<file path="config.mk">
export PLATFORM = sky130hd
export DESIGN_NAME = simple_decoder
export DESIGN_NICKNAME = d
export VERILOG_FILES = /design/src/rtl/simple_decoder.sv
export SDC_FILE = /design/constraint.sdc
export NUM_CORES = 1
export LEC_CHECK = 0
export CORE_MARGIN = 4
export CORE_UTILIZATION = 45
export CTS_CLUSTER_DIAMETER = 200
export DETAILED_ROUTE_END_ITERATION = 10
export GPL_TIMING_DRIVEN = 1
export PLACE_DENSITY = 0.75
export RECOVER_POWER = 25
export SYNTH_ARGS = -nofsm -noshare
export SYNTH_HDL_FRONTEND = slang
export SYNTH_SLANG_ARGS = --single-unit
</file>
<file path="constraint.sdc">
create_clock -name clk -period 1.8 [get_ports clk]
set_input_delay 0.36 -clock clk [delete_from_list [all_inputs] [get_ports clk]]
set_output_delay 0.36 -clock clk [all_outputs]
set_load 0.05 [all_outputs]
</file>
<file path="src/rtl/simple_decoder.sv">
// simple_decoder: receive-side decoder for the {data[7:0], data[3:0]} check-nibble
// codeword. It flags mismatches between the check nibble and the data low nibble,
// buffers decoded words in a 2-entry elastic buffer, and keeps saturating
// word/error counters for link-status monitoring.
module simple_decoder #(
  parameter int CNT_W         = 16,
  parameter bit DROP_ON_ERROR = 1'b0
) (
  input  logic             clk,
  input  logic             rst,
  input  logic             in_valid,
  output logic             in_ready,
  input  logic [11:0]      in_codeword,
  output logic             out_valid,
  input  logic             out_ready,
  output logic [7:0]       out_data,
  output logic             out_err,
  output logic [3:0]       out_syndrome,
  input  logic             clr_counts,
  output logic [CNT_W-1:0] word_count,
  output logic [CNT_W-1:0] err_count
);

  typedef enum logic [1:0] {
    EMPTY = 2'd0,
    ONE   = 2'd1,
    FULL  = 2'd2
  } occ_e;

  localparam logic [CNT_W-1:0] CNT_ONE = {{(CNT_W-1){1'b0}}, 1'b1};
  localparam logic [CNT_W-1:0] CNT_MAX = {CNT_W{1'b1}};

  occ_e state_q, state_d;

  // Entries are {data[7:0], err, syndrome[3:0]}; head_q is what the output shows.
  logic [12:0] head_q, head_d;
  logic [12:0] tail_q, tail_d;
  logic [CNT_W-1:0] word_count_q, word_count_d;
  logic [CNT_W-1:0] err_count_q, err_count_d;

  logic [3:0]  syn;
  logic        err;
  logic [12:0] newEntry;
  logic        accept;
  logic        pop;
  logic        write;

  // Combinational decode of the incoming codeword; in drop mode only clean words
  // are ever stored, so the stored error/syndrome fields are forced to zero.
  always_comb begin
    syn      = in_codeword[3:0] ^ in_codeword[7:4];
    err      = |syn;
    newEntry = {in_codeword[11:4], (DROP_ON_ERROR ? 5'd0 : {err, syn})};
  end

  assign accept = in_valid && in_ready;
  assign pop    = out_valid && out_ready;
  assign write  = accept && !(DROP_ON_ERROR && err);

  // State register together with buffer storage and counters; reset clears everything.
  always_ff @(posedge clk) begin
    if (rst) begin
      state_q      <= EMPTY;
      head_q       <= '0;
      tail_q       <= '0;
      word_count_q <= '0;
      err_count_q  <= '0;
    end else begin
      state_q      <= state_d;
      head_q       <= head_d;
      tail_q       <= tail_d;
      word_count_q <= word_count_d;
      err_count_q  <= err_count_d;
    end
  end

  // Next occupancy state and buffer contents; a word dropped in drop mode does not advance state.
  always_comb begin
    state_d = state_q;
    head_d  = head_q;
    tail_d  = tail_q;
    unique case (state_q)
      EMPTY: begin
        if (write) begin
          head_d  = newEntry;
          state_d = ONE;
        end
      end
      ONE: begin
        if (write && pop) begin
          head_d = newEntry;
        end else if (write) begin
          tail_d  = newEntry;
          state_d = FULL;
        end else if (pop) begin
          state_d = EMPTY;
        end
      end
      FULL: begin
        if (pop) begin
          head_d  = tail_q;
          state_d = ONE;
        end
      end
      default: state_d = EMPTY;
    endcase
  end

  // Saturating counters; a clear on the same edge as an accept wins.
  always_comb begin
    word_count_d = word_count_q;
    err_count_d  = err_count_q;
    if (clr_counts) begin
      word_count_d = '0;
      err_count_d  = '0;
    end else if (accept) begin
      if (word_count_q != CNT_MAX) begin
        word_count_d = word_count_q + CNT_ONE;
      end
      if (err && (err_count_q != CNT_MAX)) begin
        err_count_d = err_count_q + CNT_ONE;
      end
    end
  end

  // Outputs: handshake flags from registered state only, data fields from the head entry.
  always_comb begin
    in_ready     = (state_q != FULL) && !rst;
    out_valid    = (state_q != EMPTY);
    out_data     = head_q[12:5];
    out_err      = head_q[4];
    out_syndrome = head_q[3:0];
    word_count   = word_count_q;
    err_count    = err_count_q;
  end

endmodule

</file>
==> metrics, run 1 <==
core area=0.006061 mm²; top-area cell type share of the netlist area=41.94%; initial antenna violation count=0; Final Hold Viols=0; grt ovf=0; clock latency on the worst-skew pair=0.34 ns; sequential area share after synthesis=41.94%; wire per inst=13.93 µm; Slew headroom=58.04%; crit path from=in_valid; Reg clk slew, reported paths=0.06 ns; WP data required=2.03 ns; row count=28; CTS Buf Count=9; Detail Route Antenna Nets=0; clock sinks=60; top area cells in the synthesized netlist=dfxtp_1 42%, xnor2_1 8.0%, nor2_1 7.5%, mux2i_1 5.6%, nand2_1 4.2%; Post-CTS Hold Buffers=0; Fmax achieved=574.6 MHz; Syn. warnings=0; hold_sp=tail_q[10]; dpl cells=475; vias in the first global route=2,478; cell area after synthesis=0.002864 mm²; CTS tree=yes; status=completed; Final Max Slew Viols=0; P per Cell Area=749.3 mW/mm²; Final Core Density=66.56%; DP HPWL=4752 µm; FF+latch count, synth=60; H-tree lvl count=3; Clk pwr share=40.4%; buffers added on ports=63; share of cells above drive strength 1=30.35%; WP data arrival=1.97 ns; fillers=522; fin crit share=96.68%; DR vias=2,682; die area=0.007704 mm²; first-pass GRT wire length=11,210 µm; drt first pass iters=4; gr usage total=18.30%; io pins=64; clk buf depth=2; root buffer cell=clkbuf_8; Leakage=1.578 nW; Fin Clk Skew=0.009159 ns; pin count of the biggest net entering global routing=31; cells after synthesis=327; Worst setup EP type=flop; RR Startpoint=err_count[1]; DRC violations left=0; worst-margin pin slew=0.6321 ns; startpoint types=input port; logic gate share of total power=14.1%; critical path type=in -> reg; sequential group share of total power=45.4%; net switching power=0.7719 mW; Synth cell types=43; Avg Cell Area, Syn=8.758 µm²; Die Ht=87.78 µm; routed wire length=6964 µm; fin nets=439; Initial Util=47.25%; number of endpoints failing setup at the final stage=0; starting DRC count in detailed routing=59; maximum vdd drop=0.0006107 V; ANT cells=0; Area growth syn-to-layout=40.85%; RSZ-0062 raised after global routing=no; cell accounting for the most synthesized area=dfxtp_1; internal power=2.251 mW; Hold Crit Class=reg -> reg; crit path time final=1.740 ns; Max FO, Critical Path=8; Final GP Congestion=0.7908; Switching Share=25.54%; Max Cap Viol=0; Via-to-Cell Ratio=5.364; Synth Net Count=346; die width=87.78 µm; Finished Layout Cells=500
[cell families after synthesis]
family	share of synthesized area, %
flip-flops	41.94
buffers and inverters	3.975
AO/OA/AOI/OAI	13.81
adder cells (fa/ha/maj)	0.8736
XOR/XNOR	7.951
AND/OR/NAND/NOR	25.86
multiplexers	5.592
[area by class of cell]
cell class                      count  area (µm²)  share of cell area (%)
Multi-Input combinational cell    245        1639                   40.63
Tap cell                           75       93.84                   2.326
Timing Repair Buffer              103       857.1                   21.25
Sequential cell                    60        1242                   30.80
Inverter                            1       3.754                 0.09305
Clock buffer                       14       162.7                   4.032
Clock inverter                      2       35.03                  0.8685
[cells in the final DEF, fill, tap and decap left out, types with 2 or more instances in the layout]
cell             Yosys  final
and3_1               3      3
nand4_1              7      7
buf_4                2     52
or3_1                3      3
nor2b_4              0      2
clkdlybuf4s50_1      0     14
dfxtp_2              0     18
nor4_1               8      5
clkbuf_8             0     11
nor2_1              57     57
nand4_2              2      2
o21ai_0              3      2
a31oi_1              4      3
a211oi_1            14     14
dfxtp_1             60     37
and4_1               4      2
a21oi_1             16     15
buf_12               0      8
or2_2                3      2
clkbuf_16            0      2
nand2_1             32     32
and4_4               1      3
nand3_1             10     10
nand3b_1             2      2
a2111oi_2            5      5
a21oi_2              1      2
mux2i_1             16     16
dfxtp_4              0      5
a41o_1               4      4
nor3_1               6      6
xnor2_1             26     26
nor4_2               0      2
clkbuf_1             9     28
and2_1               3      2
[routing by layer]
metal  part of all wire [%]  global-route usage [%]  vias to the layer above
met5                      0                       0                        -
met1                     44                   22.38                     1260
met4                    1.6                   6.137                        0
met2                     48                   29.79                       66
met3                    6.6                   6.679                       12
li1                       -                       -                     1344
[state kept, by name, summed over array words and instances (netlist names)]
signal and flops:
err_count 16, word_count 16, head_q 13, state_q 2
tail_q 13
[worst max-delay path: stages]
cell and delay, ns:
clkdlybuf4s50_1 0.48, nor2b_4 0.18, nand2_2 0.14, a211oi_4 0.34
buf_12 0.17, a31oi_1 0.09, a41o_1 0.20
[final timing paths]
| check | slack, ns | cells past startpoint | end |
|---|---|---|---|
| max | 0.06 | 7 | err_count[8] |
| min | 0.46 | 2 | tail_q[10] |
| max reg2reg | 0.07 | 7 | err_count[8] |
| min reg2reg | 0.46 | 2 | tail_q[10] |
[synthesized netlist by cell type (all sizes together)]
library cell and instances:
and4 5, nor3 7, inv 1, nand3b 2
nand2b 2, mux2i 16, a211oi 15, a31oi 4
nand2 33, nor4 8, and2 3, ha 2
o22a 1, a31o 2, a21oi 17, or3 3
nor2b 2, xnor2 26, a41o 4, nor3b 1
clkbuf 9, or2 3, nor2 57, o21ai 3
nand3 10, dfxtp 60, nand4 9, and3 4
nor4b 1, buf 12, a2111oi 5
[power groups by stage]
stage | Sequential [mW] | Clock [mW] | Combinational (mW)
floorplan | 1.48 | 0 | 0.157
global placement | 1.40 | 0 | 0.415
detailed placement | 1.41 | 0 | 0.421
CTS | 1.38 | 1.26 | 0.428
global route | 1.38 | 1.32 | 0.454
finish | 1.37 | 1.22 | 0.428
[through the flow]
stage          hold slack (ns)  power (mW)  setup TNS [ns]  worst slack (ns)  instance area, µm²
6_report                0.4561       3.023               0           0.05975                4034
5_1_grt                 0.4685       3.153               0          0.004167                4034
4_1_cts                 0.4585       3.066               0          0.007916                3964
3_5_place_dp            0.4496       1.826          -12.23           -0.2962                3734
3_3_place_gp            0.4422       1.819          -11.08           -0.2912                3734
2_1_floorplan           0.4357       1.642        -0.01887          -0.01887                2927
[repair_timing]
action / 4_1_cts / 5_1_grt
gates cloned: 0 / 2
buffers inserted: 0 / 7
gates resized for setup: 8 / 14
pin swaps: 0 / 5
setup endpoints to repair: 1 / 24
Note: power is estimated with default switching activity, not from simulation.
==> inputs of run 2 (changes only) <==
- GPL_TIMING_DRIVEN: 1 -> unset
==> results of run 2 <==
No change in the layout: final DEF, timing and power equal those of run 1.
==> RTL change 1, RTL diff (config.mk and constraints of run 1) <==
Make the reset (`rst`) asynchronous in one clocked block.
--- a/src/rtl/simple_decoder.sv
+++ b/src/rtl/simple_decoder.sv
@@ -59,5 +59,5 @@
 
   // State register together with buffer storage and counters; reset clears everything.
-  always_ff @(posedge clk) begin
+  always_ff @(posedge clk or posedge rst) begin
     if (rst) begin
       state_q      <= EMPTY;
Formal check against the unedited RTL: differs if rst is asserted again (counterexample within 4 cycles, from zero or initial values and one cycle with rst high); with rst held inactive, the same outputs for 10 cycles.
==> RTL change 1 against run 1 <==
Die area increased by 4.8%; register-to-register slack got worse by 50 ps; cell area increased by 10%; synthesized area increased by 5.3%; non-clock buffer count increased by 19; wire length increased by 12%; sequential cell count unchanged; worst setup slack got worse by 42 ps; count of clock-buffer cells in the layout decreased by 1; critical path type is now reg2reg.
Power is not compared: it rests on default switching activity, and its combinational part moved more than twofold at a synthesized area within 25%.
==> RTL change 1: results (changes against run 1) <==
[status]
status=complete, no violations

[global_route]
grt_max_degree=61  ; +97%
grt_use_met3_pct=5.34  ; -1.3 points
use_met1_pct=22.7  ; +0.29 points
use_met2_pct=33.1  ; +3.3 points
grtUsageTotal_pct=19.1  ; +0.82 points
grt_pass1_vias=2721  ; +9.8%
grt_pass1_wl_um=12700  ; +13%

[yosys]
synth.distinct_cells=50  ; +16%
ys_async_sr_fraction_pct=100  ; +100 points
syn-num-nets=324  ; -6.4%
synth_common_cells=dfrtp_1 (60), nor2_1 (46), a21oi_1 (26)
ys_seq_area_share_pct=49.8  ; +7.9 points

[place]
place_hpwl_um=5440  ; +14%
placed_cell_area_um2=4070  ; +8.9%
numPlacedInstances=487  ; +2.5%
preCtsSetupSlack_ps=-422  ; -126 ps

[setup_path]
cp_max_fo=5  ; -3
r2r_cells=5  ; -2
r2r_start=word_count[3]
arrival_ps=1990  ; +20 ps

[routing]
wl_met2_um=3950  ; +18%
totalWireLength_um=7800  ; +12%
drt-met1-wl_um=3270  ; +7.1%
drtIter0Drc=130  ; +120%
wl_met3_um=466  ; +2.0%
via_per_inst=5.46  ; +1.9%

[timing]
finClkSkew_ps=6.68  ; -2.48 ps
tightest_slew_ps=821  ; +189 ps
hold_ws_ps=507  ; +50.6 ps

[final_layout]
nFillCells=483  ; -7.5%
instances_no_fill=506  ; +1.2%
nets=443  ; +0.91%

[clock_network]
cts_resized=10  ; +2

[hold_path]
hold-path-endpoint=tail_q[12]
min_from=tail_q[12]
hold_path_depth=1  ; -1

[RTL change 1: cell count changes after synthesis, sizes merged, moves of 4 or more]
cell     change
nor2        -11
xnor2        -5
dfxtp       -60
dfrtp       +60
a21oi        +9
buf          -8
a2111oi      -4
mux2i        -6
inv          +5
o21ai        +9
mux2         +9
a211oi      -11
nand2       -17
[RTL change 1: critical path: stages, from the launching register on]
cell and delay, ps:
dfrtp_2 400, and4_4 250, nand3_2 110, or4_4 600, nor3_4 230, a211oi_2 70
[RTL change 1: worst max-delay path by stage]
stage / startpoint / to / slack (ps) / depth (start not counted)
final: word_count[3] / word_count[15] / 20 / 5
after global placement: in_valid / err_count[9] / -350 / 9
after CTS: in_valid / word_count[13] / -2 / 8
after floorplan: rst / in_ready / -210 / 2
after detailed placement: in_valid / err_count[11] / -420 / 9
after global routing: in_codeword[5] / err_count[6] / -40 / 6
[RTL change 1: cells by family (layout without fill, tap and decap cells)]
| logic type | Yosys count | in the layout | synth area share (%) |
|---|---|---|---|
| AND/OR/NAND/NOR | 129 | 129 | 22.9 |
| buffers and inverters | 20 | 144 | 3.28 |
| flip-flops | 60 | 60 | 49.8 |
| adder cells (fa/ha/maj) | 2 | 2 | 0.830 |
| AO/OA/AOI/OAI | 53 | 53 | 10.2 |
| XOR/XNOR | 22 | 22 | 6.39 |
| multiplexers | 19 | 19 | 6.68 |
[RTL change 1: layout make-up]
class / instances / area share [%]
inverter: 6 / 0.590
tap: 77 / 2.16
multi-input combinational: 225 / 35.8
clock inverter: 3 / 0.956
timing repair buffer: 122 / 22.4
sequential: 60 / 34.1
clock buffer: 13 / 4.02
[RTL change 1: power by group]
group	switching [W]	internal (W)	total (W)
Clock	0.000534	0.000789	0.00132
Combinational	0.000646	0.000409	0.00106
Sequential	0.000125	0.00157	0.00170
Total	0.00131	0.00277	0.00408
==> RTL change 2, RTL diff (config.mk and constraints of run 1) <==
Without the edit above. Set the parameter `DROP_ON_ERROR` to 1'b1 (it was 1'b0).
--- a/src/rtl/simple_decoder.sv
+++ b/src/rtl/simple_decoder.sv
@@ -5,5 +5,5 @@
 module simple_decoder #(
   parameter int CNT_W         = 16,
-  parameter bit DROP_ON_ERROR = 1'b0
+  parameter bit DROP_ON_ERROR = 1'b1
 ) (
   input  logic             clk,
Check against the original RTL: not equivalent (Yosys sat finds a counterexample within 4 cycles, from zero or initial values and one cycle with rst high).
==> RTL change 2 against run 1 <==
Cell area down 11%; synthesized area down 13%; first-iteration DRC count up 53%; worst setup slack better by 17 ps; wire length down 4.8%; global-route usage up 2.9 points; sequential cell count down 10; total power down 29%; critical path depth down 1; sequential power down 19%.
==> RTL change 2: results (changes against run 1) <==
[status]
status=complete, no violations

[yosys]
ys_seq_area_share_pct=40.3  ; -1.6 points
ys_ff_latch=50  ; -17%
synth_common_cells=nor2_1 (57), dfxtp_1 (50), nand2_1 (25)
synthTopCellsByArea=dfxtp_1 (40%), nor2_1 (8.6%), xnor2_1 (6.0%)

[clock_network]
h-tree-depth=2  ; -1
cts_resized=30  ; +22
cts_buffers=5  ; -4
clk_pin_slew_ps=90  ; +30 ps
hold_buffers=0  ; unchanged
clk_latency_ps=310  ; -30 ps
clockBufferDepth=2  ; unchanged

[final_layout]
nNonClkBuffers=99  ; -3.9%
clkbuf_count=7  ; -7
nFillCells=450  ; -14%
buf_share_pct=20.7  ; -0.58 points
nets=406  ; -7.5%
seqAreaFraction_pct=29.4  ; -1.4 points
drive_above_1_share_pct=33.0  ; +2.6 points
inv_count=6  ; +5
clockNetworkAreaShare_pct=2.96  ; -1.9 points
regArea_um2=1060  ; -15%
multi_input_area_um2=1580  ; -3.9%
num-multi-input-gates=225  ; -8.2%

[setup_path]
reg2reg_slack_ps=100  ; +30 ps
cp_max_fo=8  ; unchanged
arrival_ps=1930  ; -40 ps
slowest_delay_ps=400  ; -80 ps
cp_top_family=simple AND/OR/NAND/NOR gates
crit_slowest_cell=or3_4

[die]
die_w_um=82.3  ; -6.3%

[timing]
finClkSkew_ps=7.85  ; -1.31 ps
tightest_slew_ps=616  ; -16.5 ps

[routing]
dr.pass1.iters=4  ; unchanged
drtIter0Drc=90  ; +53%
totalWireLength_um=6630  ; -4.8%
vias=2400  ; -11%

[global_route]
grt_pass1_wl_um=11000  ; -1.8%
grt_max_degree=18  ; -42%
grt_pass1_vias=2316  ; -6.5%
grtUsageTotal_pct=21.2  ; +2.9 points

[place]
place_hpwl_um=4850  ; +2.0%
placed_cell_area_um2=3410  ; -8.7%
portBuffers=58  ; -7.9%
place.gp.congestion=0.799  ; +1.1%

[pwr]
p_leak_nw=1.39  ; -12%
vdd_drop_max_mv=0.339  ; -44%

[hold_path]
hold_path.class=reg2reg

[RTL change 2: per-stage QoR]
| step | cells | TNS [ps] | total power [W] | hold slack [ps] | setup WS, ps |
|---|---|---|---|---|---|
| 6_report | 458 | 0 | 0.00214 | 492 | 76.3 |
| 5_1_grt | 458 | -4.49 | 0.00223 | 517 | -3.02 |
| 4_1_cts | 458 | 0 | 0.00216 | 490 | 6.35 |
| 3_5_place_dp | 450 | -19230 | 0.00137 | 476 | -637 |
| 3_3_place_gp | 450 | -17790 | 0.00137 | 466 | -558 |
| 2_1_floorplan | 299 | -444 | 0.00127 | 464 | -78.5 |
[RTL change 2: path summary, 6_finish.rpt]
kind                                      from        endpoint  cells after the start
worst max-delay path            in_codeword[4]      head_q[12]                      6
worst min-delay path            word_count[15]  word_count[15]                      2
worst max register to register   word_count[1]   word_count[7]                      7
worst min register to register  word_count[15]  word_count[15]                      2
[RTL change 2: worst min-delay path: cells and delay by family, from the launching register on]
kind | cells | cell delay, ps
AOI/OAI and AO/OA | 2 | 120
DFF | 1 | 340
[RTL change 2: report_power, final]
part	leakage, nW	total, W	internal, W	switching (W)
Clock	0.0524	0.000786	0.000416	0.000370
Sequential	0.419	0.00111	0.00110	0.00000566
Combinational	0.919	0.000251	0.0000999	0.000151
[RTL change 2: cells by family after synthesis]
logic type                 share of synthesized area [%]
xor gates and xnor gates                            8.12
muxes                                               4.44
DFF                                                 40.3
AOI/OAI and AO/OA                                   10.9
adders and majority gates                           1.01
other                                              0.151
buffers and inverters                               4.54
and+or+nand+nor                                     30.5
[RTL change 2: per-layer routing]
metal / vias up / GRT usage, % / routed length (um)
li1: 1221 / - / -
met1: 1108 / 27.8 / 3010
met2: 62 / 34.9 / 3200
met3: 9 / 4.12 / 315
met4: 0 / 6.64 / 107
met5: - / 0 / 0
